**src/rtl/n1_ir_stash.sv**
```systemverilog
// N1 instruction register with a LIFO stash, fetch retry handshake and sticky
// overflow/underflow flags; the flow controller drives every command.
module n1_ir_stash #(
    parameter int                    IR_WIDTH    = 16,
    parameter int                    STASH_DEPTH = 4,
    parameter int                    EOW_BIT     = 15,
    parameter logic [IR_WIDTH-1:0]   NOP_INSTR   = 16'h0000,
    parameter logic [IR_WIDTH-1:0]   DROP_INSTR  = 16'h0F10,
    parameter logic [IR_WIDTH-1:0]   ZCALL_INSTR = 16'h4000,
    parameter logic [IR_WIDTH-1:0]   ISR_INSTR   = 16'h0F80,
    localparam int                   CW          = $clog2(STASH_DEPTH + 1)
) (
    input  logic                clk_i,
    input  logic                async_rst_i,
    input  logic [IR_WIDTH-1:0] pbus_dat_i,
    input  logic                pbus_ack_i,
    input  logic                fc2ir_capture_i,
    input  logic                fc2ir_stash_i,
    input  logic                fc2ir_expend_i,
    input  logic                fc2ir_force_eow_i,
    input  logic                fc2ir_force_0call_i,
    input  logic                fc2ir_force_drop_i,
    input  logic                fc2ir_force_nop_i,
    input  logic                fc2ir_force_isr_i,
    input  logic                fc2ir_err_clr_i,
    output logic [IR_WIDTH-1:0] ir_o,
    output logic                ir_valid_o,
    output logic                ir_eow_o,
    output logic                ir2fc_rty_o,
    output logic [CW-1:0]       stash_cnt_o,
    output logic                stash_empty_o,
    output logic                stash_full_o,
    output logic                err_ovf_o,
    output logic                err_unf_o,
    output logic [IR_WIDTH-1:0] prb_ir_stash_o
);

    logic [IR_WIDTH-1:0] r_ir;
    logic [IR_WIDTH-1:0] r_stash [STASH_DEPTH];
    logic [CW-1:0]       r_cnt;
    logic                r_valid;
    logic                r_rty;
    logic                r_errOvf;
    logic                r_errUnf;

    logic                w_force;
    logic                w_expend;
    logic                w_empty;
    logic                w_full;
    logic [IR_WIDTH-1:0] w_top;
    logic [IR_WIDTH-1:0] w_loadVal;
    logic                w_nextValid;
    logic                w_rty;
    logic                w_wrEn;
    logic [CW-1:0]       w_wrIdx;
    logic [CW-1:0]       w_cntNext;
    logic                w_newOvf;
    logic                w_newUnf;

    // A force pre-empts expend entirely, so the pop is only seen when no force is active.
    always_comb begin
        w_force  = fc2ir_force_isr_i | fc2ir_force_0call_i | fc2ir_force_drop_i | fc2ir_force_nop_i;
        w_expend = fc2ir_expend_i & ~w_force;
        w_empty  = (r_cnt == '0);
        w_full   = (r_cnt == CW'(STASH_DEPTH));

        w_top = NOP_INSTR;
        for (int i = 0; i < STASH_DEPTH; i++) begin
            if (r_cnt == CW'(i + 1)) w_top = r_stash[i];
        end

        w_loadVal   = r_ir;
        w_nextValid = r_valid;
        if (fc2ir_force_isr_i) begin
            w_loadVal   = ISR_INSTR;
            w_nextValid = 1'b1;
        end else if (fc2ir_force_0call_i) begin
            w_loadVal   = ZCALL_INSTR;
            w_nextValid = 1'b1;
        end else if (fc2ir_force_drop_i) begin
            w_loadVal   = DROP_INSTR;
            w_nextValid = 1'b1;
        end else if (fc2ir_force_nop_i) begin
            w_loadVal   = NOP_INSTR;
            w_nextValid = 1'b1;
        end else if (w_expend) begin
            w_loadVal   = w_top;
            w_nextValid = 1'b1;
        end else if (fc2ir_capture_i) begin
            if (pbus_ack_i) w_loadVal = pbus_dat_i;
            w_nextValid = pbus_ack_i;
        end
        if (fc2ir_force_eow_i) w_loadVal[EOW_BIT] = 1'b1;

        w_rty = fc2ir_capture_i & ~w_force & ~w_expend & ~pbus_ack_i;

        // Stash and expend together on a non-empty stash overwrite the top in place.
        w_wrEn    = 1'b0;
        w_wrIdx   = r_cnt;
        w_cntNext = r_cnt;
        w_newOvf  = 1'b0;
        w_newUnf  = w_expend & w_empty;
        if (fc2ir_stash_i && w_expend && !w_empty) begin
            w_wrEn  = 1'b1;
            w_wrIdx = r_cnt - CW'(1);
        end else if (fc2ir_stash_i) begin
            if (w_full) begin
                w_newOvf = 1'b1;
            end else begin
                w_wrEn    = 1'b1;
                w_cntNext = r_cnt + CW'(1);
            end
        end else if (w_expend && !w_empty) begin
            w_cntNext = r_cnt - CW'(1);
        end
    end

    always_ff @(posedge clk_i or negedge async_rst_i) begin
        if (!async_rst_i) begin
            r_ir     <= NOP_INSTR;
            r_valid  <= 1'b0;
            r_rty    <= 1'b0;
            r_cnt    <= '0;
            r_errOvf <= 1'b0;
            r_errUnf <= 1'b0;
        end else begin
            r_ir     <= w_loadVal;
            r_valid  <= w_nextValid;
            r_rty    <= w_rty;
            r_cnt    <= w_cntNext;
            r_errOvf <= (r_errOvf & ~fc2ir_err_clr_i) | w_newOvf;
            r_errUnf <= (r_errUnf & ~fc2ir_err_clr_i) | w_newUnf;
        end
    end

    // Entry storage needs no reset; the occupancy count alone decides what is visible.
    always_ff @(posedge clk_i) begin
        for (int i = 0; i < STASH_DEPTH; i++) begin
            if (w_wrEn && (w_wrIdx == CW'(i))) r_stash[i] <= r_ir;
        end
    end

    assign ir_o           = r_ir;
    assign ir_valid_o     = r_valid;
    assign ir_eow_o       = r_ir[EOW_BIT];
    assign ir2fc_rty_o    = r_rty;
    assign stash_cnt_o    = r_cnt;
    assign stash_empty_o  = w_empty;
    assign stash_full_o   = w_full;
    assign err_ovf_o      = r_errOvf;
    assign err_unf_o      = r_errUnf;
    assign prb_ir_stash_o = w_top;

endmodule

```
**config.mk**
```make
export PLATFORM = sky130hd
export DESIGN_NAME = n1_ir_stash
export DESIGN_NICKNAME = d
export VERILOG_FILES = /design/src/rtl/n1_ir_stash.sv
export SDC_FILE = /design/constraint.sdc
export NUM_CORES = 1
export LEC_CHECK = 0
export ABC_AREA = 1
export CORE_MARGIN = 1.5
export CORE_UTILIZATION = 25
export CTS_CLUSTER_SIZE = 10
export DETAILED_ROUTE_END_ITERATION = 8
export PLACE_DENSITY = 0.53
export SYNTH_ARGS = -nofsm -noshare
export SYNTH_HDL_FRONTEND = slang
export SYNTH_SLANG_ARGS = --single-unit
export TNS_END_PERCENT = 50
```
**constraint.sdc**
```tcl
create_clock -name clk_i -period 7.7 [get_ports clk_i]
set_input_delay 0.77 -clock clk_i [delete_from_list [all_inputs] [get_ports clk_i]]
set_output_delay 0.77 -clock clk_i [all_outputs]
set_load 0.01 [all_outputs]
```
Word level (Yosys, flattened, before mapping)
Memories as Yosys holds them, arrays and structs flattened.
Cells that the tools add are included.
W data, S select, Z words.
{"block": "op_classes", "bitwise_logic": 17, "n_addsub": 2, "n_reduce_logical": 21, "mux": 45, "n_eq_ne": 8}
{"op": "$mux W16", "n": 14}
{"op": "$reduce_or A16 Y1", "n": 3}
{"op": "$mux W1", "n": 24}
{"op": "$reduce_bool A7 Y1", "n": 2}
{"op": "$eq A3 B2 Y1 const B", "n": 4}
{"op": "$mux W3", "n": 4}
{"op": "$reduce_bool A6 Y1", "n": 2}
{"op": "$and A1 B1 Y1", "n": 7}
{"op": "$logic_and A1 B1 Y1", "n": 7}
{"op": "$eq A3 B1 Y1 const B", "n": 2}
{"op": "$logic_not A3 Y1", "n": 2}
{"op": "$mux W2", "n": 3}
{"op": "$not A1 Y1", "n": 5}
{"op": "$or A1 B1 Y1", "n": 5}
{"op": "$reduce_and A2 Y1", "n": 2}
{"op": "$add A3 B1 Y3 const B", "n": 1}
{"op": "$eq A3 B3 Y1 const B", "n": 1}
{"op": "$reduce_and A3 Y1", "n": 1}
{"op": "$sub A3 B1 Y3 const B", "n": 1}
{"op": "$ne A2 B2 Y1 const B", "n": 1}
{"op": "$reduce_bool A2 Y1", "n": 1}
{"op": "$logic_not A1 Y1", "n": 1}
{"block": "word_totals", "ramBits": 64, "in_bits": 28, "output_inout_bits": 42, "elab_cells": 101, "register_bits": 23, "memories": 1}
{"name": "r_stash", "depth": 4, "word_bits": 16, "rd": 4, "rd_clocked_by_memory_dff": 0, "wr": 1, "line": "39", "text": "logic [IR_WIDTH-1:0] r_stash [STASH_DEPTH];"}

Logic depth before layout (Yosys ltp)
Gate-level depths: netlist of the first run.
{"block": "depth", "depth_word": 16, "mapped_depth": 14, "depth_no_buf": 12}

Least setup slack after synthesis of the first run
No wires, ideal clock.
{"block": "synth_path", "path_type": "input to register", "startpoint": "in fc2ir_force_0call_i", "endpoint": "mem r_stash[0][0], enable pin", "cell_stages": 9, "arrival_time_ps": 2368, "t_required_ps": 7312, "setup_slack_ps": 4943, "cell_sequence": "inv_2 -> nand3_4 -> nor2_8 -> nand2_8 -> nor2_8 -> nand2_4 -> xor2_1 -> inv_1 -> nor2_1"}
{"block": "synth_between", "elab_chain_len": 16, "word_cells_on_any_way": 34, "classes_between": "3 x eq/ne; 16 x mux; 5 x bitwise; 10 x reduce/logical"}
{"item": "start: declaration", "line": "21", "text": "input logic fc2ir_force_0call_i,"}
{"item": "$or A1 B1 Y1 * (3 in series)", "line": "62", "text": "w_force = fc2ir_force_isr_i | fc2ir_force_0call_i | fc2ir_force_drop_i | fc2ir_force_nop_i;"}
{"item": "$not A1 Y1 *", "line": "63", "text": "w_expend = fc2ir_expend_i & ~w_force;"}
{"item": "$and A1 B1 Y1 *", "line": "63"}
{"item": "$logic_and A1 B1 Y1 * (2 in series)", "line": "103", "text": "if (fc2ir_stash_i && w_expend && !w_empty) begin"}
{"item": "$mux W3", "line": "103"}
{"item": "$eq A3 B1 Y1", "line": "139", "text": "if (w_wrEn && (w_wrIdx == CW'(i))) r_stash[i] <= r_ir;"}
{"item": "$logic_and A1 B1 Y1", "line": "139"}
{"item": "$mux W1", "line": "139"}
{"item": "$mux W1 (not written as such)", "line": "139"}
{"item": "$reduce_or A16 Y1 (no line)"}
{"item": "$mux W2 (no line) / $mux W1 (equally long branches) (3 in series)"}
{"item": "end: declaration", "line": "39"}
Every way passes the cells marked *; elsewhere a longest branch is shown, timed or not.

Worst setup path in the final report of the first run
{"block": "layout_path", "startpoint": "reg r_cnt[2] (netlist: stash_cnt_o[2])", "endpoint": "out prb_ir_stash_o[3]"}
{"block": "layout_between", "elab_chain_len": 5, "word_cells_on_any_way": 8, "classes_between": "4 x eq/ne; 4 x mux"}
{"item": "start: declaration", "line": "40", "text": "logic [CW-1:0] r_cnt;"}
{"item": "start signal: assignment", "line": "130", "text": "r_cnt <= w_cntNext;"}
{"item": "$eq A3 B1 Y1", "line": "69", "text": "if (r_cnt == CW'(i + 1)) w_top = r_stash[i];"}
{"item": "$mux W16 (3 in series)", "line": "69"}
{"item": "$mux W16 *", "line": "69"}
{"item": "end: declaration", "line": "35", "text": "output logic [IR_WIDTH-1:0] prb_ir_stash_o"}
Marked as above.

==> results.yml, run 1 <==
clock_tree:
  postCtsSetupRepairBufs: 0
  clock-sinks: 87
  clockBufferDepth: 2
  cts_resized: 0
  clk_pin_slew_ns: 0.06
  ctsHoldBuffers: 0
  numCtsBuffers: 9
  cts_root_buffer: "clkbuf_16"
  tritoncts: "yes"
  clk_latency_ns: 0.34
  cts_max_level: 3
sta:
  period_share_pct: 49.7
  holdWs_ns: 0.541
  tns_ns: 0
  hold_violations: 0
  finalWorstSetupSlack_ns: 3.87
  min_period_ns: 3.83
  setup_viol: 0
  report.final.slew_viol_count: 0
  relSlewSlack_pct: 39.1
  worst_pin_slew_ns: 0.913
  finalClockSkew_ns: 0.00561
  rsz0062_at_grt: "no"
  max_freq_mhz: 261
synth:
  ys.flop_type: "edfxtp_1"
  syn_area_per_cell_sq_um: 10.7
  postSynth.asyncResetShare_pct: 26.4
  syn_inst: 381
  synthesis.nets: 415
  ys.warnings.count: 0
  synth.top_cell.area_share_pct: 47.2
  syn_area_sq_mm: 0.00407
  ys_seq_area_share_pct: 61.3
  synthTopCellsByArea: "edfxtp_1, dfrtp_1, nand2_1"
  yosys.area.top_type: "edfxtp_1"
  yosys_register_bits: 87
  synth_edf_count: 64
  synth_cell_types: 40
worst_setup_path:
  crit_path_max_fanout: 30
  crit_arrival_ns: 3.06
  slowest_stage: "inv_1"
  r2r_end: "r_stash[3][2]$_DFFE_PP_"
  required_ns: 6.93
  crit_buf_inv: 3
  crit_chain: "inv_4 > ha_1 > inv_1 > o21ai_0 > a31o_1 > nand2_2 > clkdlybuf4s50_1"
  slowest_delay_ns: 0.67
  r2r_setup_slack_ns: 5.14
  cpLargestDelayFamily: "buffers and inverters"
  worstSetupPathType: "reg2out"
  cp-start-kind: "flop"
  reg2reg_depth: 8
  r2r_start: "stash_cnt_o[0]$_DFFE_PN0P_"
  crit_path_end_kind: "output pin"
die:
  die_area_sq_mm: 0.0171
  die_w_um: 131
  coreArea_sq_mm: 0.0159
  placementRows: 46
  die_h_um: 131
  ios: 70
  start_util_pct: 25.6
outcome:
  run_status: "completed"
finish:
  final_cell_mix: "nand2_1, clkdlybuf4s50_1, edfxtp_1, nor2_1, dfrtp_1"
  diodes: 0
  synthToLayoutAreaGrowth_pct: 29.4
  finalNetCount: 487
  drive_gt1_share_pct: 14.9
  fin_cells: 673
  layout_commonest_cell: "nand2_1"
power_and_ir_drop:
  switching_share_pct: 34.6
  vdd_ir_drop_max_mv: 0.120
  p_clk_share_pct: 25.2
  p_int_mw: 1.17
  p_sw_mw: 0.617
  p_per_area_mw_per_mm2: 338
  p_comb_share_pct: 39.6
  leakage_nw: 2.07
  seqPwrFrac_pct: 35.2
  finalPower_mw: 1.78
min_path:
  hold_class: "reg2reg"
  hold_depth: 2
  hold_path_end: "err_unf_o$_DFF_PN0_"
  min_from: "err_unf_o$_DFF_PN0_"
place:
  io_buffers: 69
  place_ws_ns: 4.11
  dp.cells: 658
  dp_hpwl_mm: 7.01
  gp_congestion: 0.768
drt:
  ant_nets: 0
  wirelength_mm: 10.2
  dr.pass1.iters: 4
  vias: 2866
  via_per_inst: 4.26
  drt_iter0_markers: 129
  remaining_drc_errors: 0
  wl_per_cell_um: 15.1
grt:
  grt_pass1_wl_mm: 15.8
  gr-usage-met2_pct: 20.9
  overflow: 0
  grtUsageMet1_pct: 16.4
  antenna_found_initial: 0
  grt_max_degree: 31
  grt_busiest_layer: "met2"
  grt_pass1_vias: 2893
  track_usage_pct: 12.6
  grt.met3_usage_pct: 3.09
run:
  maxCapViolCount: 0
==> Yosys cell counts (2+ instances only) <==
cell type and number:
edfxtp_1 64, buf_6 4, o21ai_2 8, nor2_8 2, buf_4 3, inv_4 3, ha_1 6, o21ai_1 5
xor2_1 3, o21bai_2 2, nand2_1 93, nor2_1 46, inv_2 5, or2_2 2, dfrtp_1 23, clkbuf_1 2
inv_1 21, a21oi_1 10, nand2_2 19, nand3_1 21, a31o_1 8, o21ai_0 12, buf_2 2
==> worst register-to-register path, delay by kind of cell (launching register included) <==
kind | cells | cell delay, ns
XOR/XNOR | 1 | 0.18
adder cells (fa/ha/maj) | 1 | 0.25
buffers and inverters | 2 | 0.21
flip-flops | 1 | 0.49
AND/OR/NAND/NOR | 4 | 1.05
==> per-layer routing <==
metal	wire length, um	share of wire [%]	vias to the layer above
li1	-	-	1422
met5	0	0	-
met2	4890	48	51
met3	300	2.9	11
met1	4860	48	1382
met4	133	1.3	0
==> power groups by stage <==
| stage | combinational [mW] | sequential, mW | clock [mW] |
|---|---|---|---|
| finish | 0.705 | 0.627 | 0.450 |
| global route | 0.782 | 0.635 | 0.475 |
| CTS | 0.717 | 0.628 | 0.459 |
| detailed placement | 0.713 | 0.638 | 0 |
| global placement | 0.713 | 0.635 | 0 |
| floorplan | 0.415 | 0.627 | 0 |
==> sequential cells by signal, indices dropped and copies added (netlist names) <==
signal       flops
stash_cnt_o      3
ir_valid_o       1
r_stash         64
ir_o            16
err_unf_o        1
ir2fc_rty_o      1
err_ovf_o        1
==> worst max-delay path by stage <==
stage / from / to / cells after the start
after floorplan: fc2ir_force_0call_i / r_stash[0][0]$_DFFE_PP_ / 9
after global placement: fc2ir_expend_i / r_stash[3][2]$_DFFE_PP_ / 7
after detailed placement: fc2ir_expend_i / r_stash[3][5]$_DFFE_PP_ / 7
after CTS: stash_cnt_o[2]$_DFFE_PN0P_ / prb_ir_stash_o[3] / 7
after global routing: stash_cnt_o[2]$_DFFE_PN0P_ / prb_ir_stash_o[12] / 7
final: stash_cnt_o[2]$_DFFE_PN0P_ / prb_ir_stash_o[3] / 7
==> per-stage QoR <==
| stage | utilization, % | area [sq um] |
|---|---|---|
| 3_3_place_gp | 31.3 | 4970 |
| 6_report | 33.2 | 5270 |
| 4_1_cts | 33.2 | 5270 |
| 5_1_grt | 33.2 | 5270 |
| 3_5_place_dp | 31.3 | 4970 |
| 2_1_floorplan | - | 4070 |
==> final cells by class <==
| class | instances | area [sq um] |
|---|---|---|
| clock inverters | 6 | 76.3 |
| well taps | 216 | 270 |
| repair buffers | 73 | 721 |
| multi-input cells | 253 | 1360 |
| flip-flops and latches | 87 | 2500 |
| inverters | 29 | 116 |
| fillers | 1650 | 10600 |
| clock buffers | 9 | 225 |
==> kinds of logic after synthesis <==
family,Yosys count,share of synthesized area (%)
adder cells (fa/ha/maj),6,1.84
flip-flops,87,61.3
AND/OR/NAND/NOR,190,21.8
buffers and inverters,41,5.28
AO/OA/AOI/OAI,54,9.15
XOR/XNOR,3,0.645
No activity file was read; power rests on OpenSTA's default activity.
==> run 2, diff against run 1 <==
- PLACE_DENSITY: 0.53 -> 0.54
- clock period: 7.7 -> 3.4 ns (I/O delays scaled with it)
==> run 2 against run 1 <==
  * Worst setup slack lost 3.6 ns
  * Clock skew rose by 0.0017 ns
  * Via count is 1.8% higher
  * Highest routed layer unchanged
==> results.yml, run 2 (same netlist as run 1, synthesis figures left out) <==
outcome:
  run_status: "completed"
drt:
  drt_iter0_markers: 172
  remaining_drc_errors: 0
  dr.pass1.iters: 4
  via_per_inst: 4.31
  wirelength_mm: 10.3
  wl_per_cell_um: 15.2
  vias: 2919
  ant_nets: 0
grt:
  antenna_found_initial: 0
  grt_pass1_wl_mm: 16.0
  grt_max_degree: 25
  overflow: 0
  grt_pass1_vias: 2935
  track_usage_pct: 12.7
finish:
  synthToLayoutAreaGrowth_pct: 30.1
  utilization_pct: 33.4
  fillers: 1617
  seq_area_sq_mm: 0.00250
  design_area_sq_mm: 0.00530
  drive_gt1_share_pct: 16.3
  layout_commonest_cell: "nand2_1"
  largest_reg_flops: 64
  finalNetCount: 490
  fin_cells: 677
  multiInputGateArea_sq_mm: 0.00136
  top_register: "r_stash"
  diodes: 0
  final_cell_mix: "nand2_1, clkdlybuf4s50_1, edfxtp_1, nor2_1, dfrtp_1"
clock_tree:
  numCtsBuffers: 9
  ctsHoldBuffers: 0
  clock-sinks: 87
  clockBufferDepth: 2
  postCtsSetupRepairBufs: 0
  clk_pin_slew_ns: 0.07
  clk_latency_ns: 0.34
  cts_resized: 0
  tritoncts: "yes"
  cts_max_level: 3
  cts_root_buffer: "clkbuf_16"
worst_setup_path:
  cpLargestDelayFamily: "buffers and inverters"
  r2r_end: "ir_o[14]$_DFFE_PN0P_"
  crit_arrival_ns: 2.76
  worstSetupPathType: "reg2out"
  r2r_start: "stash_cnt_o[2]$_DFFE_PN0P_"
  crit_chain: "inv_4 > ha_1 > clkinvlp_4 > buf_4 > nand2_1 > inv_1 > nand2_1 > nand2_1 > nand2_1 > clkdlybuf4s50_1"
  reg2reg_depth: 12
  crit_path_frequent_cell: "nand2_1"
  slowest_stage: "dfrtp_1"
  crit_path_max_fanout: 17
  r2r_setup_slack_ns: 1.12
  cp-start-kind: "flop"
  crit_buf_inv: 5
  required_ns: 3.06
  slowest_delay_ns: 0.54
  crit_path_end_kind: "output pin"
sta:
  max_freq_mhz: 322
  worst_pin_slew_ns: 0.525
  period_share_pct: 91.2
  min_period_ns: 3.10
  holdWs_ns: 0.383
  tns_ns: 0
  finalWorstSetupSlack_ns: 0.298
  finalClockSkew_ns: 0.00736
  relSlewSlack_pct: 64.9
  setup_viol: 0
  report.final.slew_viol_count: 0
  hold_violations: 0
  rsz0062_at_grt: "no"
min_path:
  hold_class: "in2async"
power_and_ir_drop:
  p_per_area_mw_per_mm2: 760
  leakage_nw: 2.08
  finalPower_mw: 4.03
  vdd_ir_drop_max_mv: 0.282
die:
  ios: 70
  start_util_pct: 25.6
  placementRows: 46
  die_h_um: 131
  die_w_um: 131
  coreArea_sq_mm: 0.0159
  die_area_sq_mm: 0.0171
run:
  maxCapViolCount: 0
place:
  dpl_cell_area_sq_mm: 0.00499
  place_ws_ns: 0.579
  dp.cells: 661
  dp_hpwl_mm: 7.15
  io_buffers: 69
  gp_congestion: 0.773
==> run 2: cell types whose count changed in the layout (fill, tap and decap cells not counted), sizes merged <==
cell,before,now
clkinv,4,3
bufinv,2,1
clkinvlp,0,2
clkbuf,9,10
buf,4,7
==> run 2: layout make-up <==
type	instances	area share [%]
multi-input combinational	253	25.7
sequential	87	47.1
tap	216	5.10
timing repair buffer	76	14.0
clock buffer	10	4.51
clock inverter	6	1.30
inverter	29	2.27
==> run 2: power breakdown <==
part | internal, mW | switching (mW) | total (mW)
Sequential | 1.33 | 0.0896 | 1.42
Clock | 0.593 | 0.414 | 1.01
Combinational | 0.692 | 0.911 | 1.60
Total | 2.61 | 1.41 | 4.03
==> run 2: routing by layer <==
layer / GRT usage (%) / vias to the layer above / share of wire (%)
met4: 4.65 / 0 / 1.4
met5: 0 / - / 0
met2: 20.9 / 73 / 48
li1: - / 1438 / -
met1: 16.7 / 1399 / 45
met3: 2.48 / 9 / 5.4
==> run 2: worst max-delay path by stage <==
stage,start,to,slack [ns],depth (start not counted)
floorplan,stash_cnt_o[0]$_DFFE_PN0P_,r_stash[0][0]$_DFFE_PP_,0.86,9
global placement,stash_cnt_o[2]$_DFFE_PN0P_,prb_ir_stash_o[4],0.63,9
detailed placement,stash_cnt_o[2]$_DFFE_PN0P_,prb_ir_stash_o[10],0.58,9
CTS,stash_cnt_o[2]$_DFFE_PN0P_,prb_ir_stash_o[14],0.18,9
global route,stash_cnt_o[2]$_DFFE_PN0P_,prb_ir_stash_o[9],0.13,10
finish,stash_cnt_o[2]$_DFFE_PN0P_,prb_ir_stash_o[10],0.30,10
